--- src/rtl/aes_axis_pkg.sv ---
// Shared types and helpers for the AES stream front end.
// Contents:
//   WORD_S, BLK_S, BYTE_S, WORDS_PER_BLK - widths used by the block builders.
//   word_t, blk_t - ascending-range vectors; bit 0 is the MSB.
//   swap_bytes32  - reverses the four bytes of a stream word.
package aes_axis_pkg;

  localparam int WORD_S        = 32;
  localparam int BLK_S         = 128;
  localparam int BYTE_S        = 8;
  localparam int WORDS_PER_BLK = BLK_S / WORD_S;

  typedef logic [0:WORD_S-1] word_t;
  typedef logic [0:BLK_S-1]  blk_t;

  // Host DMA words are little-endian; the AES core wants kernel byte order.
  function automatic word_t swap_bytes32(input word_t w);
    word_t r;
    for (int b = 0; b < 4; b++) begin
      r[b*BYTE_S +: BYTE_S] = w[(3-b)*BYTE_S +: BYTE_S];
    end
    return r;
  endfunction

endpackage

--- src/rtl/axis_blk_deserializer_if.sv ---
// Bundle of the word stream input and the block output of the deserializer.
// Stream side: s_axis_tdata/tvalid/tlast in, s_axis_tready out.
// Block side : blk_o, blk_valid_o, blk_last_o, blk_short_o, blk_cnt_o out,
//              blk_ready_i in.
// slave  - view taken by the deserializer.
// master - view taken by whatever drives the stream and consumes blocks.
interface axis_blk_deserializer_if;
  import aes_axis_pkg::*;

  logic [WORD_S-1:0] s_axis_tdata;
  logic              s_axis_tvalid;
  logic              s_axis_tready;
  logic              s_axis_tlast;
  blk_t              blk_o;
  logic              blk_valid_o;
  logic              blk_ready_i;
  logic              blk_last_o;
  logic              blk_short_o;
  logic [15:0]       blk_cnt_o;

  modport slave (
    input  s_axis_tdata, s_axis_tvalid, s_axis_tlast, blk_ready_i,
    output s_axis_tready, blk_o, blk_valid_o, blk_last_o, blk_short_o, blk_cnt_o
  );

  modport master (
    output s_axis_tdata, s_axis_tvalid, s_axis_tlast, blk_ready_i,
    input  s_axis_tready, blk_o, blk_valid_o, blk_last_o, blk_short_o, blk_cnt_o
  );

endinterface

--- src/rtl/axis_word_collector.sv ---
// Gathers stream words into a partial AES block.
// Ports:
//   aclk, areset - clock, asynchronous active-high reset.
//   accept_i     - a word is taken this cycle.
//   complete_i   - the taken word finishes the block (counter 3 or tlast).
//   word_i       - raw stream word.
//   cnt_o        - index the next word will occupy (0..3).
//   blk_o        - partial block with word_i merged at cnt_o and every
//                  later word forced to zero; valid as the finished block
//                  whenever complete_i is high.
module axis_word_collector
  import aes_axis_pkg::*;
#(
  parameter bit SWAP_BYTES = 1'b1
) (
  input  logic       aclk,
  input  logic       areset,
  input  logic       accept_i,
  input  logic       complete_i,
  input  word_t      word_i,
  output logic [1:0] cnt_o,
  output blk_t       blk_o
);

  logic [1:0] cnt_q, cnt_d;
  blk_t       collect_q, collect_d;
  word_t      placed;
  blk_t       merged;

  always_comb begin
    // NOTE: every output of this block gets a default first, so no path
    // leaves a variable unassigned and no latch is inferred.
    placed    = SWAP_BYTES ? swap_bytes32(word_i) : word_i;
    merged    = collect_q;
    merged[int'(cnt_q)*WORD_S +: WORD_S] = placed;
    // Zero padding for a short block: nothing past the current slot survives.
    for (int k = 0; k < WORDS_PER_BLK; k++) begin
      if (k > int'(cnt_q)) merged[k*WORD_S +: WORD_S] = '0;
    end
    cnt_d     = cnt_q;
    collect_d = collect_q;
    if (accept_i) begin
      if (complete_i) begin
        cnt_d     = 2'd0;
        collect_d = '0;
      end else begin
        cnt_d     = cnt_q + 2'd1;
        collect_d = merged;
      end
    end
  end

  // NOTE: the collect register is a plain data register, but it is reset so
  // that a block interrupted by reset can never leak stale words.
  always_ff @(posedge aclk or posedge areset) begin
    if (areset) begin
      cnt_q     <= 2'd0;
      collect_q <= '0;
    end else begin
      // NOTE: state updates use non-blocking assignments so every flop
      // samples the values from before the edge.
      cnt_q     <= cnt_d;
      collect_q <= collect_d;
    end
  end

  assign cnt_o = cnt_q;
  assign blk_o = merged;

endmodule

--- src/rtl/axis_blk_deserializer.sv ---
// AXI4-Stream slave turning 32-bit host words into 128-bit AES blocks.
// Ports:
//   aclk   - clock, rising edge.
//   areset - asynchronous active-high reset.
//   bus    - slave view of the stream input / block output bundle.
// Words are packed by axis_word_collector; this level owns the one-block
// output slot, both handshakes and the handed-off block counter.
module axis_blk_deserializer
  import aes_axis_pkg::*;
#(
  parameter bit SWAP_BYTES = 1'b1
) (
  input  logic                     aclk,
  input  logic                     areset,
  axis_blk_deserializer_if.slave   bus
);

  logic [1:0]  cnt;
  blk_t        merged;
  logic        slot_free, tready, accept, complete, handoff;

  blk_t        blk_q, blk_d;
  logic        valid_q, valid_d;
  logic        last_q, last_d;
  logic        short_q, short_d;
  logic [15:0] blk_cnt_q, blk_cnt_d;

  // The slot counts as free when the consumer drains it this very cycle.
  assign slot_free = !valid_q || bus.blk_ready_i;
  // Non-completing words never stall; a completing word waits for the slot.
  assign tready    = !areset && (slot_free || cnt != 2'd3) &&
                     !(bus.s_axis_tlast && !slot_free);
  assign accept    = bus.s_axis_tvalid && tready;
  assign complete  = accept && (cnt == 2'd3 || bus.s_axis_tlast);
  assign handoff   = valid_q && bus.blk_ready_i;

  axis_word_collector #(
    .SWAP_BYTES (SWAP_BYTES)
  ) u_collector (
    .aclk       (aclk),
    .areset     (areset),
    .accept_i   (accept),
    .complete_i (complete),
    .word_i     (bus.s_axis_tdata),
    .cnt_o      (cnt),
    .blk_o      (merged)
  );

  always_comb begin
    blk_d     = blk_q;
    valid_d   = valid_q;
    last_d    = last_q;
    short_d   = short_q;
    blk_cnt_d = blk_cnt_q + {15'd0, handoff};
    // A new block overrides a same-cycle hand-off so valid stays high.
    if (complete) begin
      blk_d   = merged;
      valid_d = 1'b1;
      last_d  = bus.s_axis_tlast;
      short_d = bus.s_axis_tlast && (cnt != 2'd3);
    end else if (handoff) begin
      valid_d = 1'b0;
    end
  end

  always_ff @(posedge aclk or posedge areset) begin
    if (areset) begin
      blk_q     <= '0;
      valid_q   <= 1'b0;
      last_q    <= 1'b0;
      short_q   <= 1'b0;
      blk_cnt_q <= 16'd0;
    end else begin
      blk_q     <= blk_d;
      valid_q   <= valid_d;
      last_q    <= last_d;
      short_q   <= short_d;
      blk_cnt_q <= blk_cnt_d;
    end
  end

  assign bus.s_axis_tready = tready;
  assign bus.blk_o         = blk_q;
  assign bus.blk_valid_o   = valid_q;
  assign bus.blk_last_o    = last_q;
  assign bus.blk_short_o   = short_q;
  assign bus.blk_cnt_o     = blk_cnt_q;

endmodule

--- src/flat_wrapper.sv ---
// flat-port wrapper written by rule: the top's interface ports become plain ports
module axis_blk_deserializer_flat import aes_axis_pkg::*;
#(
  parameter bit SWAP_BYTES = 1'b1
)
  (aclk, areset, bus_s_axis_tdata, bus_s_axis_tvalid, bus_s_axis_tlast, bus_blk_ready_i, bus_s_axis_tready, bus_blk_o, bus_blk_valid_o, bus_blk_last_o, bus_blk_short_o, bus_blk_cnt_o);
  axis_blk_deserializer_if bus_i ();
  input  logic aclk;
  input  logic areset;
  input wire logic [$bits(bus_i.s_axis_tdata)-1:0] bus_s_axis_tdata;
  input wire logic [$bits(bus_i.s_axis_tvalid)-1:0] bus_s_axis_tvalid;
  input wire logic [$bits(bus_i.s_axis_tlast)-1:0] bus_s_axis_tlast;
  input wire logic [$bits(bus_i.blk_ready_i)-1:0] bus_blk_ready_i;
  output wire logic [$bits(bus_i.s_axis_tready)-1:0] bus_s_axis_tready;
  output wire logic [$bits(bus_i.blk_o)-1:0] bus_blk_o;
  output wire logic [$bits(bus_i.blk_valid_o)-1:0] bus_blk_valid_o;
  output wire logic [$bits(bus_i.blk_last_o)-1:0] bus_blk_last_o;
  output wire logic [$bits(bus_i.blk_short_o)-1:0] bus_blk_short_o;
  output wire logic [$bits(bus_i.blk_cnt_o)-1:0] bus_blk_cnt_o;
  assign bus_i.s_axis_tdata = bus_s_axis_tdata;
  assign bus_i.s_axis_tvalid = bus_s_axis_tvalid;
  assign bus_i.s_axis_tlast = bus_s_axis_tlast;
  assign bus_i.blk_ready_i = bus_blk_ready_i;
  assign bus_s_axis_tready = bus_i.s_axis_tready;
  assign bus_blk_o = bus_i.blk_o;
  assign bus_blk_valid_o = bus_i.blk_valid_o;
  assign bus_blk_last_o = bus_i.blk_last_o;
  assign bus_blk_short_o = bus_i.blk_short_o;
  assign bus_blk_cnt_o = bus_i.blk_cnt_o;
  axis_blk_deserializer #(.SWAP_BYTES(SWAP_BYTES)) u_core (.aclk(aclk), .areset(areset), .bus(bus_i));
endmodule
--- config.mk ---
export PLATFORM = sky130hd
export DESIGN_NAME = axis_blk_deserializer_flat
export DESIGN_NICKNAME = d
export VERILOG_FILES = /design/src/rtl/aes_axis_pkg.sv /design/src/rtl/axis_blk_deserializer_if.sv /design/src/rtl/axis_word_collector.sv /design/src/rtl/axis_blk_deserializer.sv /design/src/flat_wrapper.sv
export SDC_FILE = /design/constraint.sdc
export NUM_CORES = 1
export LEC_CHECK = 0
export CAP_MARGIN = 25
export CORE_UTILIZATION = 58
export CTS_CLUSTER_DIAMETER = 60
export DETAILED_ROUTE_END_ITERATION = 10
export MAX_ROUTING_LAYER = met4
export PLACE_DENSITY = 0.86
export SLEW_MARGIN = 5
export SYNTH_ARGS = -nofsm -noshare
export SYNTH_HDL_FRONTEND = slang
export SYNTH_HIERARCHICAL = 1
export SYNTH_SLANG_ARGS = --single-unit
--- constraint.sdc ---
create_clock -name aclk -period 11.1 [get_ports aclk]
set_clock_uncertainty 0.15 [all_clocks]
set_input_delay 1.665 -clock aclk [delete_from_list [all_inputs] [get_ports aclk]]
set_output_delay 1.665 -clock aclk [all_outputs]
set_load 0.005 [all_outputs]
==> results of run 1 <==
## how the worst min path moves through the flow
stage                                  endpoint  cells past startpoint  slack [ns]                             start
5_1_grt                u_core/bus.blk_cnt_o[15]                      1        0.34          u_core/bus.blk_cnt_o[15]
3_5_place_dp           u_core/bus.blk_cnt_o[15]                      1        0.32          u_core/bus.blk_cnt_o[15]
4_1_cts                u_core/bus.blk_cnt_o[15]                      1        0.33          u_core/bus.blk_cnt_o[15]
3_3_place_gp           u_core/bus.blk_cnt_o[15]                      1        0.32          u_core/bus.blk_cnt_o[15]
6_report               u_core/bus.blk_cnt_o[15]                      1        0.33          u_core/bus.blk_cnt_o[15]
2_1_floorplan  u_core/u_collector/collect_q[62]                      1        0.31  u_core/u_collector/collect_q[62]
## cells in the mapped netlist, types with 2 or more instances
| cell type | n | share of area |
|---|---|---|
| sky130_fd_sc_hd__a21oi_1 | 34 | 0.015 |
| sky130_fd_sc_hd__a22o_1 | 121 | 0.093 |
| sky130_fd_sc_hd__a32oi_1 | 8 | 0.0061 |
| sky130_fd_sc_hd__and2_1 | 34 | 0.019 |
| sky130_fd_sc_hd__and3_1 | 5 | 0.0027 |
| sky130_fd_sc_hd__and4_1 | 3 | 0.0023 |
| sky130_fd_sc_hd__buf_12 | 11 | 0.019 |
| sky130_fd_sc_hd__buf_2 | 20 | 0.0088 |
| sky130_fd_sc_hd__buf_4 | 5 | 0.0033 |
| sky130_fd_sc_hd__buf_6 | 2 | 0.0020 |
| sky130_fd_sc_hd__clkbuf_1 | 63 | 0.021 |
| sky130_fd_sc_hd__dfrtp_1 | 245 | 0.54 |
| sky130_fd_sc_hd__ha_1 | 7 | 0.0077 |
| sky130_fd_sc_hd__inv_1 | 43 | 0.014 |
| sky130_fd_sc_hd__mux2_2 | 19 | 0.019 |
| sky130_fd_sc_hd__mux2_4 | 109 | 0.14 |
| sky130_fd_sc_hd__nand2_1 | 37 | 0.012 |
| sky130_fd_sc_hd__nand2b_4 | 2 | 0.0024 |
| sky130_fd_sc_hd__nand3_1 | 8 | 0.0035 |
| sky130_fd_sc_hd__nand4_1 | 4 | 0.0022 |
| sky130_fd_sc_hd__nor2_1 | 38 | 0.012 |
| sky130_fd_sc_hd__nor2b_1 | 34 | 0.019 |
| sky130_fd_sc_hd__o21ai_0 | 34 | 0.015 |
| sky130_fd_sc_hd__o22ai_1 | 8 | 0.0044 |
| sky130_fd_sc_hd__xnor2_1 | 11 | 0.0084 |
| sky130_fd_sc_hd__xor2_1 | 3 | 0.0023 |
## final cells by class
type                            count  area share
Clock buffer                       37      0.0520
Clock inverter                      6     0.00419
Inverter                           45      0.0131
Multi-Input combinational cell    528       0.327
Sequential cell                   245       0.437
Tap cell                          265      0.0236
Timing Repair Buffer              198       0.143
## power groups by stage
stage | clock network, W | logic, W | registers, W
6_report | 0.000809 | 0.000912 | 0.00125
5_1_grt | 0.000860 | 0.000974 | 0.00127
4_1_cts | 0.000823 | 0.000895 | 0.00124
3_5_place_dp | 0 | 0.000887 | 0.00125
3_3_place_gp | 0 | 0.000858 | 0.00125
2_1_floorplan | 0 | 0.000521 | 0.00122
## sequential cells by signal (all words and copies together) (netlist names)
| signal | flops |
|---|---|
| u_core/bus.blk_cnt_o | 16 |
| u_core/u_collector/cnt_o | 2 |
| u_core/bus.blk_short_o | 1 |
| u_core/bus.blk_last_o | 1 |
| u_core/u_collector/collect_q | 96 |
| u_core/bus.blk_valid_o | 1 |
| u_core/bus.blk_o | 128 |
## critical path: stages
cell,delay (ns)
sky130_fd_sc_hd__clkdlybuf4s50_1,0.57
sky130_fd_sc_hd__inv_6,0.69
sky130_fd_sc_hd__and3_4,0.39
sky130_fd_sc_hd__nand2b_4,0.09
sky130_fd_sc_hd__inv_8,0.53
sky130_fd_sc_hd__buf_4,0.44
sky130_fd_sc_hd__nor2_1,0.09
sky130_fd_sc_hd__and4_1,0.47
sky130_fd_sc_hd__buf_4,0.33
sky130_fd_sc_hd__a22o_1,0.21
## per-stage QoR
step | worst slack [ns] | instance area [um^2]
4_1_cts | 5.18 | 13900
3_3_place_gp | 4.80 | 13200
6_report | 5.82 | 14000
2_1_floorplan | 4.17 | 11400
5_1_grt | 5.61 | 14000
3_5_place_dp | 4.67 | 13200
## kinds of logic (layout without fill, tap and decap cells)
logic type,after synthesis,in the layout,share of synthesized area
AOI/OAI and AO/OA,209,209,0.136
xor gates and xnor gates,14,14,0.0107
adders and majority gates,7,7,0.00766
buffers and inverters,147,286,0.0692
DFF,245,245,0.536
muxes,128,128,0.162
and+or+nand+nor,170,170,0.0791
## routing by layer
metal	up-vias	track usage	wire length [um]
li1	3430	-	-
met1	3967	0.384	11800
met2	383	0.446	13400
met5	-	-	0
met3	75	0.0340	1700
met4	0	0.101	893
==> report_table.html, run 1 <==
<table>
<tr><th>Metric</th><th>Value</th></tr>
<tr><th colspan="2">Worst setup path</th></tr>
<tr><td>Endpoint of the most critical setup path</td><td>u_core/u_collector/collect_q[63]</td></tr>
<tr><td>Element type at the critical path end</td><td>flip-flop</td></tr>
<tr><td>Source of the worst register-to-register timing path</td><td>u_core/u_collector/cnt_o[1]</td></tr>
<tr><td>Maximum net fanout on the critical path</td><td>95</td></tr>
<tr><td>Type of origin of the critical path</td><td>input pin</td></tr>
<tr><td>RR Endpoint</td><td>u_core/u_collector/collect_q[104]</td></tr>
<tr><td>Critical path class</td><td>input pin to flip-flop</td></tr>
<tr><td>Crit path required time</td><td>approximately 11 ns</td></tr>
<tr><td>Critical path launch point</td><td>areset</td></tr>
<tr><td>Endpoint arrival time on the critical path</td><td>5.52 ns</td></tr>
<tr><td>R2R cell count</td><td>6</td></tr>
<tr><td>Minimum setup slack among reg-to-reg paths</td><td>7.55 ns</td></tr>
<tr><th colspan="2">Global route</th></tr>
<tr><td>Maximum number of pins on one net before global-route repair</td><td>96</td></tr>
<tr><td>Total track usage</td><td>0.284</td></tr>
<tr><td>Total gr overflow</td><td>0</td></tr>
<tr><td>Number of antenna violations at the first check in global routing</td><td>0</td></tr>
<tr><td>First-pass GRT wire length</td><td>around 44000 um</td></tr>
<tr><td>Number of global-route vias before repair</td><td>about 7900</td></tr>
<tr><th colspan="2">Drt</th></tr>
<tr><td>Number of optimization iterations in the first detailed-route pass</td><td>5</td></tr>
<tr><td>DR vias</td><td>slightly below 8000</td></tr>
<tr><td>Drt drc</td><td>0</td></tr>
<tr><td>Routed via count divided by cell count</td><td>5.93</td></tr>
<tr><td>Iteration-0 DRC count of the detailed router</td><td>between 1000 and 1500</td></tr>
<tr><td>Post-route ant nets</td><td>0</td></tr>
<tr><td>Sum of routed wire length over all layers</td><td>27700 um</td></tr>
<tr><td>WL/cell</td><td>20.9 um</td></tr>
<tr><th colspan="2">Clock network</th></tr>
<tr><td>Post CTS Setup Buffer Count</td><td>0</td></tr>
<tr><td>Resized Gates After CTS</td><td>0</td></tr>
<tr><td>Cts hold-fix bufs</td><td>0</td></tr>
<tr><td>Number of H-tree levels</td><td>1</td></tr>
<tr><td>Clock input transition at the sequential cells of the worst setup and hold paths</td><td>0.06 ns</td></tr>
<tr><td>TritonCTS clock tree</td><td>built</td></tr>
<tr><td>Buffers from clock root to sink, at most</td><td>3</td></tr>
<tr><td>Insertion delay to the later sink of the worst-skew pair</td><td>0.51 ns</td></tr>
<tr><td>Clock buffer count from CTS</td><td>25</td></tr>
<tr><td>Clock sink total</td><td>roughly 250</td></tr>
<tr><td>Cell at the root of the clock tree</td><td>sky130_fd_sc_hd__clkbuf_16</td></tr>
<tr><th colspan="2">Power and ir drop</th></tr>
<tr><td>Sw Pwr</td><td>0.000897 W</td></tr>
<tr><td>Combinational share of power</td><td>0.308</td></tr>
<tr><td>Ratio of total power to cell area</td><td>211 mW/mm^2</td></tr>
<tr><td>Part of the total power dissipated in the clock network</td><td>0.273</td></tr>
<tr><td>Total power</td><td>around 0.0030 W</td></tr>
<tr><td>Share of total power in sequential cells</td><td>0.420</td></tr>
<tr><td>Net switching fraction of the power</td><td>0.302</td></tr>
<tr><td>Int Power</td><td>0.00207 W</td></tr>
<tr><td>Leak</td><td>6.45 nW</td></tr>
<tr><td>Maximum vdd ir drop</td><td>roughly 0.00012 V</td></tr>
<tr><th colspan="2">STA</th></tr>
<tr><td>Aggregate negative setup slack</td><td>0 ns</td></tr>
<tr><td>Worst rel slew slack</td><td>0.334</td></tr>
<tr><td>RSZ-0062 raised after global routing</td><td>no</td></tr>
<tr><td>Max-slew violation count</td><td>0</td></tr>
<tr><td>FMAX</td><td>roughly 0.19 GHz</td></tr>
<tr><td>Final clock period utilization by the worst path</td><td>0.475</td></tr>
<tr><td>Minimum clock period</td><td>between 5 and 6 ns</td></tr>
<tr><td>Final hold violation count</td><td>0</td></tr>
<tr><td>Fin Hold WS</td><td>0.326 ns</td></tr>
<tr><td>Transition time at the pin with the least slew margin</td><td>0.995 ns</td></tr>
<tr><td>Setup violations, final</td><td>0</td></tr>
<tr><th colspan="2">Status</th></tr>
<tr><td>Outcome</td><td>finished, final reports clean</td></tr>
<tr><th colspan="2">Placement</th></tr>
<tr><td>Number of placed cells counting well taps</td><td>~1300</td></tr>
<tr><td>Total of buffers placed on input and output ports</td><td>184</td></tr>
<tr><td>Placed wire-length estimate after detailed placement</td><td>16800 um</td></tr>
<tr><td>GPL Wtd Cong</td><td>0.762</td></tr>
<tr><th colspan="2">Synthesis</th></tr>
<tr><td>Post-synthesis average cell area</td><td>12.4 um^2</td></tr>
<tr><td>Syn_nets</td><td>roughly 960</td></tr>
<tr><td>Dominant synthesized flop cell</td><td>sky130_fd_sc_hd__dfrtp_1</td></tr>
<tr><td>Yosys warns</td><td>6</td></tr>
<tr><td>Sequential fraction of the synthesis area</td><td>0.536</td></tr>
<tr><td>Number of enable flip-flop cells after synthesis</td><td>0</td></tr>
<tr><td>Number of distinct library cells after synthesis</td><td>38</td></tr>
<tr><td>Cells after Synth</td><td>920</td></tr>
<tr><td>FF+latch count, synth</td><td>245</td></tr>
<tr><td>Async set-or-reset flop fraction in the synthesized netlist</td><td>1.00</td></tr>
<tr><td>Area of the mapped netlist</td><td>0.0114 mm^2</td></tr>
<tr><th colspan="2">Finish</th></tr>
<tr><td>Seq. cell area</td><td>0.00613 mm^2</td></tr>
<tr><td>Most common library cell in the layout ignoring fill and taps</td><td>sky130_fd_sc_hd__dfrtp_1</td></tr>
<tr><td>Most used cells in the layout excluding fill and tap cells</td><td>245 x sky130_fd_sc_hd__dfrtp_1, 184 x sky130_fd_sc_hd__clkdlybuf4s50_1, 121 x sky130_fd_sc_hd__a22o_1</td></tr>
<tr><td>Fill cell count</td><td>~1300</td></tr>
<tr><td>Share of layout cells above drive strength 1</td><td>0.185</td></tr>
<tr><td>Area of the multi-input gates</td><td>0.00460 mm^2</td></tr>
<tr><td>Finished Core Util</td><td>0.724</td></tr>
<tr><td>Syn-to-layout area delta</td><td>22.7%</td></tr>
<tr><td>Post-Layout Cell Count</td><td>1324</td></tr>
<tr><td>Number of inserted diodes</td><td>0</td></tr>
<tr><td>Net total in the final layout</td><td>1087</td></tr>
<tr><th colspan="2">Floorplanning</th></tr>
<tr><td>I/O Pins</td><td>185</td></tr>
<tr><td>Row count</td><td>between 50 and 60</td></tr>
<tr><td>Chip width</td><td>142 um</td></tr>
<tr><td>Standard cell core area</td><td>between 0.015 and 0.02 mm^2</td></tr>
<tr><td>Die outline height</td><td>about 140 um</td></tr>
<tr><td>Effective utilization at floorplan</td><td>0.590</td></tr>
<tr><td>Overall die area</td><td>0.0203 mm^2</td></tr>
<tr><th colspan="2">Run</th></tr>
<tr><td>Number of maximum-capacitance constraint violations</td><td>0</td></tr>
<tr><th colspan="2">Min path</th></tr>
<tr><td>Hold crit path type</td><td>flip-flop to flip-flop</td></tr>
</table>
No activity file was read; power rests on OpenSTA's default activity.
==> inputs of run 2 (changes only) <==
Settings changed: CORE_UTILIZATION 58 to 48, PLACE_DENSITY 0.86 to 0.76.
Clock period 11.1 ns to 4.6 ns, I/O delays scaled along.
==> run 2 against run 1 <==
Via count fell by 3.8%. Combinational power rose by 140%. Count of clock-buffer cells in the layout fell by 2. Core utilization fell by 12 points. Die area rose by 21%. Sequential cell count did not move. Global-route usage fell by 5.3 points. Critical path depth fell by 4. Register-to-register slack got worse by 6.6 ns. Worst hold slack got worse by 0.0084 ns. Sequential power rose by 140%. Clock power rose by 140%. Critical endpoint is now u_core/u_collector/collect_q[69]. Largest cell class unchanged.
==> report_table.html, run 2 (same netlist as run 1, synthesis figures left out) <==
<table>
<tr><th>Metric</th><th>Value</th></tr>
<tr><th colspan="2">Status</th></tr>
<tr><td>Outcome</td><td>finished, final reports clean</td></tr>
<tr><th colspan="2">Floorplanning</th></tr>
<tr><td>Die outline height</td><td>156 um</td></tr>
<tr><td>Effective utilization at floorplan</td><td>0.489</td></tr>
<tr><td>Overall die area</td><td>~0.024 mm^2</td></tr>
<tr><td>Standard cell core area</td><td>0.0234 mm^2</td></tr>
<tr><td>Row count</td><td>56</td></tr>
<tr><td>I/O Pins</td><td>185</td></tr>
<tr><td>Chip width</td><td>156 um</td></tr>
<tr><th colspan="2">Drt</th></tr>
<tr><td>Routed via count divided by cell count</td><td>5.50</td></tr>
<tr><td>Number of optimization iterations in the first detailed-route pass</td><td>5</td></tr>
<tr><td>WL/cell</td><td>roughly 20 um</td></tr>
<tr><td>DR vias</td><td>approximately 7600</td></tr>
<tr><td>Post-route ant nets</td><td>0</td></tr>
<tr><td>Iteration-0 DRC count of the detailed router</td><td>425</td></tr>
<tr><td>Drt drc</td><td>0</td></tr>
<tr><td>Sum of routed wire length over all layers</td><td>approximately 27000 um</td></tr>
<tr><th colspan="2">Clock network</th></tr>
<tr><td>Post CTS Setup Buffer Count</td><td>0</td></tr>
<tr><td>Clock sink total</td><td>245</td></tr>
<tr><td>TritonCTS clock tree</td><td>built</td></tr>
<tr><td>Resized Gates After CTS</td><td>0</td></tr>
<tr><td>Cts hold-fix bufs</td><td>0</td></tr>
<tr><td>Cell at the root of the clock tree</td><td>sky130_fd_sc_hd__clkbuf_16</td></tr>
<tr><td>Number of H-tree levels</td><td>1</td></tr>
<tr><td>Buffers from clock root to sink, at most</td><td>3</td></tr>
<tr><td>Clock input transition at the sequential cells of the worst setup and hold paths</td><td>roughly 0.060 ns</td></tr>
<tr><td>Insertion delay to the later sink of the worst-skew pair</td><td>0.51 ns</td></tr>
<tr><td>Clock buffer count from CTS</td><td>25</td></tr>
<tr><th colspan="2">Finish</th></tr>
<tr><td>Most used cells in the layout excluding fill and tap cells</td><td>245 x sky130_fd_sc_hd__dfrtp_1, 184 x sky130_fd_sc_hd__clkdlybuf4s50_1, 121 x sky130_fd_sc_hd__a22o_1</td></tr>
<tr><td>Flip-flop count of the largest register, all copies and words added</td><td>128</td></tr>
<tr><td>Most common library cell in the layout ignoring fill and taps</td><td>sky130_fd_sc_hd__dfrtp_1</td></tr>
<tr><td>Fill cell count</td><td>between 1500 and 2000</td></tr>
<tr><td>Number of inserted diodes</td><td>0</td></tr>
<tr><td>Syn-to-layout area delta</td><td>23.0%</td></tr>
<tr><td>Net total in the final layout</td><td>around 1100</td></tr>
<tr><td>Share of layout cells above drive strength 1</td><td>0.183</td></tr>
<tr><td>Finished Core Util</td><td>0.601</td></tr>
<tr><th colspan="2">Power and ir drop</th></tr>
<tr><td>Maximum vdd ir drop</td><td>0.000255 V</td></tr>
<tr><td>Ratio of total power to cell area</td><td>503 mW/mm^2</td></tr>
<tr><td>Leak</td><td>between 6 and 7 nW</td></tr>
<tr><th colspan="2">Worst setup path</th></tr>
<tr><td>Delay contributed by the slowest stage of the critical path</td><td>0.88 ns</td></tr>
<tr><td>Type of origin of the critical path</td><td>flip-flop</td></tr>
<tr><td>Element type at the critical path end</td><td>flip-flop</td></tr>
<tr><td>Critical path class</td><td>flip-flop to flip-flop</td></tr>
<tr><td>Cell Chain, Critical Path</td><td>inv_2 &gt; ha_1 &gt; nor4bb_4 &gt; buf_4 &gt; and2_1 &gt; a22o_1</td></tr>
<tr><td>R2R cell count</td><td>6</td></tr>
<tr><td>Critical path depth</td><td>6</td></tr>
<tr><td>Number of buffers and inverters on the critical path</td><td>2</td></tr>
<tr><td>Crit path required time</td><td>just under 5 ns</td></tr>
<tr><td>Endpoint arrival time on the critical path</td><td>3.93 ns</td></tr>
<tr><td>Slowest CP cell</td><td>sky130_fd_sc_hd__and2_1</td></tr>
<tr><td>Maximum net fanout on the critical path</td><td>37</td></tr>
<tr><td>Cell type group with the largest total delay on the critical path</td><td>simple AND/OR/NAND/NOR gates</td></tr>
<tr><th colspan="2">STA</th></tr>
<tr><td>Fin Hold WS</td><td>0.318 ns</td></tr>
<tr><td>Transition time at the pin with the least slew margin</td><td>1.09 ns</td></tr>
<tr><td>Final hold violation count</td><td>0</td></tr>
<tr><td>FMAX</td><td>0.275 GHz</td></tr>
<tr><td>RSZ-0062 raised after global routing</td><td>no</td></tr>
<tr><td>Worst rel slew slack</td><td>0.272</td></tr>
<tr><td>Final clock period utilization by the worst path</td><td>0.791</td></tr>
<tr><td>Minimum clock period</td><td>3.64 ns</td></tr>
<tr><td>Post-route setup slack</td><td>0.962 ns</td></tr>
<tr><td>Setup violations, final</td><td>0</td></tr>
<tr><td>Max-slew violation count</td><td>0</td></tr>
<tr><th colspan="2">Global route</th></tr>
<tr><td>Number of antenna violations at the first check in global routing</td><td>0</td></tr>
<tr><td>Number of global-route vias before repair</td><td>7635</td></tr>
<tr><td>First-pass GRT wire length</td><td>43200 um</td></tr>
<tr><td>Total track usage</td><td>0.231</td></tr>
<tr><td>Total gr overflow</td><td>0</td></tr>
<tr><td>Maximum number of pins on one net before global-route repair</td><td>between 60 and 70</td></tr>
<tr><th colspan="2">Placement</th></tr>
<tr><td>Total of buffers placed on input and output ports</td><td>184</td></tr>
<tr><td>Placed wire-length estimate after detailed placement</td><td>between 15000 and 20000 um</td></tr>
<tr><td>GPL Wtd Cong</td><td>between 0.7 and 0.8</td></tr>
<tr><td>Post-Place Setup Slack</td><td>1.01 ns</td></tr>
<tr><th colspan="2">Min path</th></tr>
<tr><td>Hold crit path type</td><td>flip-flop to flip-flop</td></tr>
<tr><td>Hold Path Cell Cnt</td><td>1</td></tr>
<tr><th colspan="2">Run</th></tr>
<tr><td>Number of maximum-capacitance constraint violations</td><td>0</td></tr>
</table>
run 2: cell count changes in the layout (fill, tap and decap cells not counted), sizes merged:
cell,change
bufinv,+1
clkbuf,-2
clkinv,-2
clkinvlp,+1
inv,-2
run 2: layout make-up:
type                    instances  area [um^2]  area share
inverters                      45          183      0.0130
clock inverters                 4         73.8     0.00525
multi-input cells             528         4600       0.327
clock buffers                  35          693      0.0493
flip-flops and latches        245         6130       0.436
well taps                     319          399      0.0284
repair buffers                198         1990       0.141
run 2: per-stage QoR:
stage	total power [W]	std cells	instance area [um^2]	TNS (ns)
after global routing	0.00745	1374	14100	0
after detailed placement	0.00516	1335	13300	0
after floorplan	0.00423	920	11500	-18.92
final	0.00708	1374	14100	0
after global placement	0.00510	1333	13200	0
after CTS	0.00714	1374	14100	0
run 2: report_power, final:
part,internal (W),switching (W)
logic,0.00119,0.000971
registers,0.00264,0.000346
clock network,0.00115,0.000787
run 2: per-layer routing:
layer  up-vias  track usage  share of wire
met2       227        0.353           0.46
met4         0       0.0556          0.021
met3        42       0.0327          0.054
met1      3871        0.325           0.46
met5         -            -              0
li1       3419            -              -
run 2: worst reg2reg max path: stages, from the launching register on:
cell                       delay [ns]
sky130_fd_sc_hd__dfrtp_1         0.56
sky130_fd_sc_hd__inv_2           0.67
sky130_fd_sc_hd__ha_1            0.42
sky130_fd_sc_hd__nor4bb_4        0.35
sky130_fd_sc_hd__buf_4           0.25
sky130_fd_sc_hd__and2_1          0.88
sky130_fd_sc_hd__a22o_1          0.29
run 2: path summary, 6_finish.rpt:
kind / start / end / slack [ns]
max in group asynchronous: areset / u_core/bus.blk_o[50] / 2.16
min: u_core/bus.blk_cnt_o[15] / u_core/bus.blk_cnt_o[15] / 0.32
max reg2reg: u_core/u_collector/cnt_o[1] / u_core/u_collector/collect_q[69] / 0.96
min reg2reg: u_core/bus.blk_cnt_o[15] / u_core/bus.blk_cnt_o[15] / 0.32
min in group asynchronous: areset / u_core/u_collector/collect_q[50] / 0.64
max: u_core/u_collector/cnt_o[1] / u_core/u_collector/collect_q[69] / 0.96
==> inputs of run 3 (changes only) <==
Settings changed: CORE_UTILIZATION 48 to 54, PLACE_DENSITY 0.76 to 0.8.
Clock period 4.6 ns to 3.7 ns, I/O delays scaled along.
==> run 3 against run 2 <==
Critical path depth shrank 2. Worst setup slack lost 0.096 ns. Worst hold slack gained 0.0067 ns. Register-to-register slack is essentially flat. Die area shrank 11%. Cell count shrank 2.7%. Critical path type is now flip-flop to primary output. Critical endpoint is now bus_s_axis_tready.
==> report_table.html, run 3 (same netlist as run 1, synthesis figures left out) <==
<table>
<tr><th>Metric</th><th>Value</th></tr>
<tr><th colspan="2">Worst setup path</th></tr>
<tr><td>Crit path required time</td><td>around 3.0 ns</td></tr>
<tr><td>RR Endpoint</td><td>u_core/bus.blk_o[60]</td></tr>
<tr><td>Endpoint of the most critical setup path</td><td>bus_s_axis_tready</td></tr>
<tr><td>Library cell appearing most often on the critical path</td><td>sky130_fd_sc_hd__nor2_1</td></tr>
<tr><td>Element type at the critical path end</td><td>primary output</td></tr>
<tr><td>Maximum net fanout on the critical path</td><td>11</td></tr>
<tr><td>Type of origin of the critical path</td><td>flip-flop</td></tr>
<tr><td>Endpoint arrival time on the critical path</td><td>approximately 2.1 ns</td></tr>
<tr><td>Source of the worst register-to-register timing path</td><td>u_core/u_collector/cnt_o[0]</td></tr>
<tr><td>Slowest CP cell</td><td>sky130_fd_sc_hd__clkdlybuf4s50_1</td></tr>
<tr><td>R2R cell count</td><td>6</td></tr>
<tr><td>Cell Chain, Critical Path</td><td>a21oi_1 &gt; nor2_1 &gt; nor2_1 &gt; clkdlybuf4s50_1</td></tr>
<tr><td>Critical path class</td><td>flip-flop to primary output</td></tr>
<tr><td>Critical path launch point</td><td>u_core/u_collector/cnt_o[0]</td></tr>
<tr><td>Delay contributed by the slowest stage of the critical path</td><td>0.56 ns</td></tr>
<tr><td>Minimum setup slack among reg-to-reg paths</td><td>about 0.96 ns</td></tr>
<tr><th colspan="2">Clock network</th></tr>
<tr><td>Resized Gates After CTS</td><td>0</td></tr>
<tr><td>Cell at the root of the clock tree</td><td>sky130_fd_sc_hd__clkbuf_16</td></tr>
<tr><td>Clock buffer count from CTS</td><td>25</td></tr>
<tr><td>Clock sink total</td><td>around 250</td></tr>
<tr><td>Buffers from clock root to sink, at most</td><td>3</td></tr>
<tr><td>Number of H-tree levels</td><td>1</td></tr>
<tr><td>Insertion delay to the later sink of the worst-skew pair</td><td>slightly above 0.5 ns</td></tr>
<tr><td>Clock input transition at the sequential cells of the worst setup and hold paths</td><td>0.06 ns</td></tr>
<tr><td>Cts hold-fix bufs</td><td>0</td></tr>
<tr><td>TritonCTS clock tree</td><td>built</td></tr>
<tr><td>Post CTS Setup Buffer Count</td><td>0</td></tr>
<tr><th colspan="2">Finish</th></tr>
<tr><td>Net total in the final layout</td><td>between 1000 and 1500</td></tr>
<tr><td>Number of inserted diodes</td><td>0</td></tr>
<tr><td>Post-Layout Cell Count</td><td>about 1300</td></tr>
<tr><td>Most common library cell in the layout ignoring fill and taps</td><td>sky130_fd_sc_hd__dfrtp_1</td></tr>
<tr><td>Share of layout cells above drive strength 1</td><td>0.195</td></tr>
<tr><td>Finished Core Util</td><td>0.689</td></tr>
<tr><td>Post-route standard cell area excluding fillers</td><td>0.0141 mm^2</td></tr>
<tr><td>Most used cells in the layout excluding fill and tap cells</td><td>245 x sky130_fd_sc_hd__dfrtp_1, 184 x sky130_fd_sc_hd__clkdlybuf4s50_1, 121 x sky130_fd_sc_hd__a22o_1</td></tr>
<tr><td>Flip-flop count of the largest register, all copies and words added</td><td>around 130</td></tr>
<tr><td>Fill cell count</td><td>1490</td></tr>
<tr><td>Syn-to-layout area delta</td><td>23.4%</td></tr>
<tr><th colspan="2">Floorplanning</th></tr>
<tr><td>Overall die area</td><td>0.0218 mm^2</td></tr>
<tr><td>Effective utilization at floorplan</td><td>0.558</td></tr>
<tr><td>Standard cell core area</td><td>0.0205 mm^2</td></tr>
<tr><td>Chip width</td><td>148 um</td></tr>
<tr><td>Die outline height</td><td>148 um</td></tr>
<tr><td>Row count</td><td>52</td></tr>
<tr><td>I/O Pins</td><td>185</td></tr>
<tr><th colspan="2">STA</th></tr>
<tr><td>Final clock period utilization by the worst path</td><td>0.766</td></tr>
<tr><td>Transition time at the pin with the least slew margin</td><td>1.07 ns</td></tr>
<tr><td>Minimum clock period</td><td>2.83 ns</td></tr>
<tr><td>RSZ-0062 raised after global routing</td><td>no</td></tr>
<tr><td>Final hold violation count</td><td>0</td></tr>
<tr><td>Fin Hold WS</td><td>~0.32 ns</td></tr>
<tr><td>Setup violations, final</td><td>0</td></tr>
<tr><td>FMAX</td><td>0.353 GHz</td></tr>
<tr><td>Post-route setup slack</td><td>around 0.87 ns</td></tr>
<tr><td>Max-slew violation count</td><td>0</td></tr>
<tr><td>Worst rel slew slack</td><td>0.288</td></tr>
<tr><th colspan="2">Power and ir drop</th></tr>
<tr><td>Leak</td><td>6.48 nW</td></tr>
<tr><td>Ratio of total power to cell area</td><td>631 mW/mm^2</td></tr>
<tr><td>Maximum vdd ir drop</td><td>0.000459 V</td></tr>
<tr><th colspan="2">Placement</th></tr>
<tr><td>Standard cell area after detailed placement</td><td>0.0133 mm^2</td></tr>
<tr><td>Post-Place Setup Slack</td><td>0.436 ns</td></tr>
<tr><td>Total of buffers placed on input and output ports</td><td>between 150 and 200</td></tr>
<tr><td>Placed wire-length estimate after detailed placement</td><td>17200 um</td></tr>
<tr><td>GPL Wtd Cong</td><td>0.787</td></tr>
<tr><td>Number of placed cells counting well taps</td><td>about 1300</td></tr>
<tr><th colspan="2">Global route</th></tr>
<tr><td>Number of global-route vias before repair</td><td>slightly below 8000</td></tr>
<tr><td>First-pass GRT wire length</td><td>44300 um</td></tr>
<tr><td>Maximum number of pins on one net before global-route repair</td><td>approximately 150</td></tr>
<tr><td>Number of antenna violations at the first check in global routing</td><td>0</td></tr>
<tr><td>Total gr overflow</td><td>0</td></tr>
<tr><td>Total track usage</td><td>0.266</td></tr>
<tr><th colspan="2">Min path</th></tr>
<tr><td>Hold crit path type</td><td>flip-flop to flip-flop</td></tr>
<tr><td>Hold Path Cell Cnt</td><td>1</td></tr>
<tr><th colspan="2">Status</th></tr>
<tr><td>Outcome</td><td>finished, final reports clean</td></tr>
<tr><th colspan="2">Run</th></tr>
<tr><td>Number of maximum-capacitance constraint violations</td><td>0</td></tr>
<tr><th colspan="2">Drt</th></tr>
<tr><td>DR vias</td><td>just under 8000</td></tr>
<tr><td>Routed via count divided by cell count</td><td>5.75</td></tr>
<tr><td>Iteration-0 DRC count of the detailed router</td><td>502</td></tr>
<tr><td>Drt drc</td><td>0</td></tr>
<tr><td>Sum of routed wire length over all layers</td><td>between 20000 and 30000 um</td></tr>
<tr><td>Post-route ant nets</td><td>0</td></tr>
<tr><td>WL/cell</td><td>around 21 um</td></tr>
<tr><td>Number of optimization iterations in the first detailed-route pass</td><td>4</td></tr>
</table>
run 3: cell types whose count changed in the layout (fill, tap and decap cells not counted), sizes merged:
cell and delta:
clkinvlp +2, buf +7, clkbuf -3, clkinv +6
run 3: worst max-delay path, delay by kind of cell (launching register included):
family | cells | cell delay, ns
AOI/OAI and AO/OA | 1 | 0.27
buffers and inverters | 1 | 0.56
DFF | 1 | 0.54
and+or+nand+nor | 2 | 0.26
run 3: layout make-up:
cell class | count | area (um^2) | share of cell area
Multi-Input combinational cell | 528 | 4600 | 0.326
Inverter | 45 | 183 | 0.0129
Sequential cell | 245 | 6130 | 0.434
Clock buffer | 32 | 682 | 0.0483
Tap cell | 270 | 338 | 0.0239
Clock inverter | 12 | 115 | 0.00816
Timing Repair Buffer | 205 | 2070 | 0.146
run 3: how the worst min path moves through the flow:
| stage | endpoint | slack (ns) | start |
|---|---|---|---|
| 2_1_floorplan | u_core/u_collector/collect_q[100] | 0.32 | u_core/u_collector/collect_q[100] |
| 3_3_place_gp | u_core/bus.blk_cnt_o[15] | 0.31 | u_core/bus.blk_cnt_o[15] |
| 3_5_place_dp | u_core/bus.blk_cnt_o[15] | 0.32 | u_core/bus.blk_cnt_o[15] |
| 4_1_cts | u_core/bus.blk_cnt_o[15] | 0.33 | u_core/bus.blk_cnt_o[15] |
| 5_1_grt | u_core/bus.blk_cnt_o[15] | 0.33 | u_core/bus.blk_cnt_o[15] |
| 6_report | u_core/bus.blk_cnt_o[15] | 0.32 | u_core/bus.blk_cnt_o[15] |
run 3: power breakdown:
| part | leakage [nW] | switching, W | internal, W |
|---|---|---|---|
| sequential | 3.32 | 0.000436 | 0.00328 |
| clock | 0.394 | 0.00102 | 0.00144 |
| combinational | 2.76 | 0.00123 | 0.00151 |
run 3: stage by stage:
| step | TNS, ns | total power (W) |
|---|---|---|
| after global routing | 0 | 0.00934 |
| after global placement | 0 | 0.00637 |
| after detailed placement | 0 | 0.00645 |
| after CTS | 0 | 0.00895 |
| final | 0 | 0.00891 |
| after floorplan | -168.95 | 0.00525 |
run 3: metal layers:
layer  global-route usage  share of wire
met5                    -              0
met4               0.0655          0.017
met3               0.0404          0.063
met2                0.419           0.48
met1                0.363           0.44
==> patch 1, RTL diff (config.mk and constraints of run 2) <==
Change the package constant `BLK_S` from 128 to 192.
--- a/src/rtl/aes_axis_pkg.sv
+++ b/src/rtl/aes_axis_pkg.sv
@@ -6,7 +6,7 @@
 package aes_axis_pkg;
 
   localparam int WORD_S        = 32;
-  localparam int BLK_S         = 128;
+  localparam int BLK_S         = 192;
   localparam int BYTE_S        = 8;
   localparam int WORDS_PER_BLK = BLK_S / WORD_S;
 
Ports: changed (resized bus_blk_o); port bits go from 185 to 249. No check against the original RTL was run, so the function may have changed too.
==> patch 1 against run 2 <==
Core utilization grew 1.6 points. Maximum frequency rose by 5.9%. Setup slack gained 0.20 ns. Power is 25% higher. Routed wire length up 20%. Design area grew 23%. Critical path depth fell by 1. Area after synthesis up 20%. Sequential cell count rose by 64. Via count increased by 20%.
==> patch 1: results (changes against run 2) <==
Power
  – P_sw: 2.56 mW (+22%)
  – LEAKAGE: 8.02 nW (+25%)
  – IR Drop Worst-Case VDD: 359 uV (+41%)

Cells and area
  – Largest register FFs: 192 (+50%)
  – Post-layout net count: 1,347 (+24%)
  – Number of fillers in the final layout: 2,203 (+14%)

Drt
  – DRT iter0 DRCs: 521 (+23%)
  – DRT Wirelength: 32,400 um (+20%)
  – Detailed-route via count: 9,066 (+20%)
  – 1st-pass router iterations: 4 (-1)

Critical path
  – Slowest stage cell on the critical path: sky130_fd_sc_hd__ha_2
  – Arrival @ worst endpoint: 3.72 ns (-0.21 ns)
  – Critical Path Max Stage Delay: 0.79 ns (-0.09 ns)
  – Largest fanout on the critical path: 34 (-8.1%)

Clocking
  – Number of buffers added by the clock tree synthesis step: 35 (+40%)
  – Depth of the CTS H-tree: 2 (+1)

Yosys
  – Top post-synthesis cells by area: sky130_fd_sc_hd__dfrtp_1 56%, sky130_fd_sc_hd__a22o_1 8.2%, sky130_fd_sc_hd__mux2_1 8.2%
  – Top cells by instance count after synthesis: 309 x sky130_fd_sc_hd__dfrtp_1, 129 x sky130_fd_sc_hd__a22o_1, 100 x sky130_fd_sc_hd__mux2_1
  – Number of distinct library cells after synthesis: 40 (+5.3%)
  – Share of synthesized area occupied by flip-flops and latches: 56.2% (+2.6 points)

Run status
  – Run status: finished, final reports clean

STA
  – Worst-margin pin slew: 1.03 ns (-0.0661 ns)

Placed design
  – Port bufs: 248 (+35%)
  – Dpl hpwl: 20,200 um (+20%)
  – Weighted congestion at the end of routability-driven global placement: 0.790 (+3.6%)
  – Pre-CTS setup slack: 0.926 ns (-0.0889 ns)

GRT
  – Number of global-route vias before repair: 9,481 (+24%)
  – Pin count of the biggest net entering global routing: 101 (+58%)
  – Combined global-route utilization of all metal layers: 23.3% (+0.26 points)
  – Global-route wire length before repair: 52,000 um (+20%)
patch 1: final cells by class:
type / count / area share [%]
Multi-Input combinational cell: 652 / 29.7
Clock buffer: 53 / 6.05
Inverter: 39 / 0.883
Clock inverter: 9 / 0.405
Timing Repair Buffer: 266 / 15.5
Tap cell: 378 / 2.74
Sequential cell: 309 / 44.7
patch 1: cell families (layout without fill, tap and decap cells):
family,Yosys count,after routing,synth area share (%)
compound gates,202,202,11.0
xor+xnor,14,14,0.891
fa+ha+maj,7,7,0.637
buf+inv,206,367,8.66
flops,309,309,56.2
mux,192,192,15.7
other cells,1,64,0.0273
simple gates,173,173,6.86
patch 1: power groups by stage:
stage                     registers [mW]  logic (mW)  clock network, mW
final                               3.74        2.46               2.69
after global routing                3.82        2.70               2.86
after CTS                           3.74        2.49               2.74
after detailed placement            3.78        2.48                  0
after global placement              3.75        2.43                  0
after floorplan                     3.72        1.18                  0
patch 1: metal layers:
| layer | wire [um] | vias to the layer above | GRT usage, % |
|---|---|---|---|
| li1 | - | 4120 | - |
| met3 | 2380 | 43 | 5.78 |
| met1 | 14400 | 4619 | 30.4 |
| met2 | 15100 | 284 | 36.6 |
| met4 | 512 | 0 | 6.02 |
| met5 | 0 | - | - |
patch 1: path summary, 6_finish.rpt:
kind | end | slack, ns | cells past startpoint
min in group asynchronous | u_core/bus.blk_o[62] | 0.55 | 2
setup / recovery | u_core/u_collector/collect_q[116] | 1.17 | 5
hold / removal | u_core/bus.blk_cnt_o[15] | 0.33 | 1
setup reg to reg | u_core/u_collector/collect_q[116] | 1.17 | 5
hold reg to reg | u_core/bus.blk_cnt_o[15] | 0.33 | 1
max in group asynchronous | u_core/bus.blk_o[156] | 2.89 | 3
patch 1: per-stage QoR:
stage / util, % / std cells / power, mW / area (um^2) / hold WS [ns]
floorplan: - / 1167 / 4.90 / 14000 / 0.315
global placement: 57.7 / 1644 / 6.18 / 16200 / 0.312
detailed placement: 57.7 / 1644 / 6.26 / 16200 / 0.321
CTS: 61.7 / 1706 / 8.97 / 17300 / 0.336
global route: 61.7 / 1706 / 9.37 / 17300 / 0.350
finish: 61.7 / 1706 / 8.88 / 17300 / 0.333
==> patch 2, RTL diff (flow settings as in run 2) <==
Made on the original files. Reset style: synchronous (`areset`), changed in 2 clocked blocks. Comments in the files are not updated.
--- a/src/rtl/axis_word_collector.sv
+++ b/src/rtl/axis_word_collector.sv
@@ -52,7 +52,7 @@
 
   // NOTE: the collect register is a plain data register, but it is reset so
   // that a block interrupted by reset can never leak stale words.
-  always_ff @(posedge aclk or posedge areset) begin
+  always_ff @(posedge aclk) begin
     if (areset) begin
       cnt_q     <= 2'd0;
       collect_q <= '0;
--- a/src/rtl/axis_blk_deserializer.sv
+++ b/src/rtl/axis_blk_deserializer.sv
@@ -63,7 +63,7 @@
     end
   end
 
-  always_ff @(posedge aclk or posedge areset) begin
+  always_ff @(posedge aclk) begin
     if (areset) begin
       blk_q     <= '0;
       valid_q   <= 1'b0;
Check against the original RTL: differs if areset is asserted again (counterexample within 4 cycles, from zero or initial values and one cycle with areset high); with areset held inactive, the same outputs for 4 cycles.
==> patch 2 against run 2 <==
Design area shrank 10%. Area after synthesis down 12%. Routed wire length fell by 0.90%. Critical path depth grew 2. Critical path type is now in -> reg. Sequential cell count stayed put. Maximum frequency up 17%. Setup slack better by 0.52 ns. Die area shrank 12%.
Power is not compared: it rests on default switching activity, and its combinational part moved more than twofold at a synthesized area within 25%.
==> patch 2: results (changes against run 2) <==
Yosys
  – Compound-cell area share of the yosys netlist: 21.5% (+8.0 points)
  – Post-synthesis net count: 1,265 (+31%)
  – Post-synthesis xor/xnor area fraction: 0.954% (-0.12 points)
  – Top post-synthesis cells by area: sky130_fd_sc_hd__dfxtp_1 49%, sky130_fd_sc_hd__a22o_1 11%, sky130_fd_sc_hd__nand2_1 11%
  – Adder and majority cell fraction of the synthesized area: 0.867% (+0.10 points)
  – Share of synthesized area occupied by flip-flops and latches: 48.5% (-5.0 points)
  – Mux share of post-synthesis cell area: 0.111% (-16 points)
  – Number of instances in the synthesized netlist: 1,221 (+33%)

Critical path
  – Critical Path Max Stage Delay: 0.61 ns (-0.27 ns)
  – Largest fanout on the critical path: 20 (-46%)
  – Arrival @ worst endpoint: 3.41 ns (-0.52 ns)

GRT
  – Number of global-route vias before repair: 7,999 (+4.8%)
  – Global-route wire length before repair: 42,600 um (-1.5%)
  – Combined global-route utilization of all metal layers: 24.9% (+1.8 points)

Cells and area
  – Fraction of final layout cells sized beyond drive strength 1: 5.42% (-13 points)
  – Post-layout net count: 1,359 (+25%)
  – Number of fillers in the final layout: 1,844 (-4.4%)

Placed design
  – Instance area after placement: 11,800 um^2 (-11%)
  – Post-Place Cells: 1,556 (+17%)

Drt
  – Metal1 wirelength: 12,400 um (-1.5%)
  – Met2 routed wirelength: 12,500 um (+0.82%)
  – DRT iter0 DRCs: 584 (+37%)
  – Routed wirelength normalized by instance count: 16.7 um (-15%)
  – Routed via count divided by cell count: 5.39 (-2.1%)

STA
  – Worst rel slew slack: 35.1% (+7.8 points)

Run status
  – Run status: finished, final reports clean
patch 2: cell types whose count changed in the layout (fill, tap and decap cells not counted), moves of 7 or more:
cell / change
sky130_fd_sc_hd__mux2_2: -18
sky130_fd_sc_hd__dfxtp_1: +245
sky130_fd_sc_hd__a32oi_1: -8
sky130_fd_sc_hd__nor2_1: +13
sky130_fd_sc_hd__mux2_4: -109
sky130_fd_sc_hd__a21oi_1: +131
sky130_fd_sc_hd__dfrtp_1: -245
sky130_fd_sc_hd__nand2_1: +258
sky130_fd_sc_hd__o22ai_1: -8
sky130_fd_sc_hd__a22o_1: +7
patch 2: worst paths after layout:
path | startpoint | endpoint | slack, ns | cells past startpoint
worst min register to register | u_core/bus.blk_o[28] | u_core/bus.blk_o[28] | 0.30 | 2
worst max-delay path | bus_s_axis_tlast | u_core/u_collector/collect_q[35] | 1.49 | 8
worst min-delay path | u_core/bus.blk_o[28] | u_core/bus.blk_o[28] | 0.30 | 2
worst max register to register | u_core/u_collector/cnt_o[0] | u_core/u_collector/collect_q[35] | 1.58 | 7
patch 2: area by class of cell:
| type | instances | area (um^2) | share of cell area [%] |
|---|---|---|---|
| well taps | 270 | 338 | 2.67 |
| clock buffers | 35 | 723 | 5.72 |
| multi-input cells | 805 | 4440 | 35.2 |
| inverters | 38 | 143 | 1.13 |
| clock inverters | 6 | 61.3 | 0.485 |
| flip-flops and latches | 245 | 4900 | 38.8 |
| repair buffers | 200 | 2030 | 16.0 |
patch 2: worst max-delay path: cells and delay by family:
kind | cells | cell delay, ns
AO/OA/AOI/OAI | 3 | 0.62
buffers and inverters | 2 | 0.82
AND/OR/NAND/NOR | 3 | 1.28
patch 2: metal layers:
metal	global-route usage, %	vias to the layer above
met3	3.04	35
li1	-	4229
met1	33.7	4093
met5	-	-
met4	5.82	0
met2	39.8	254
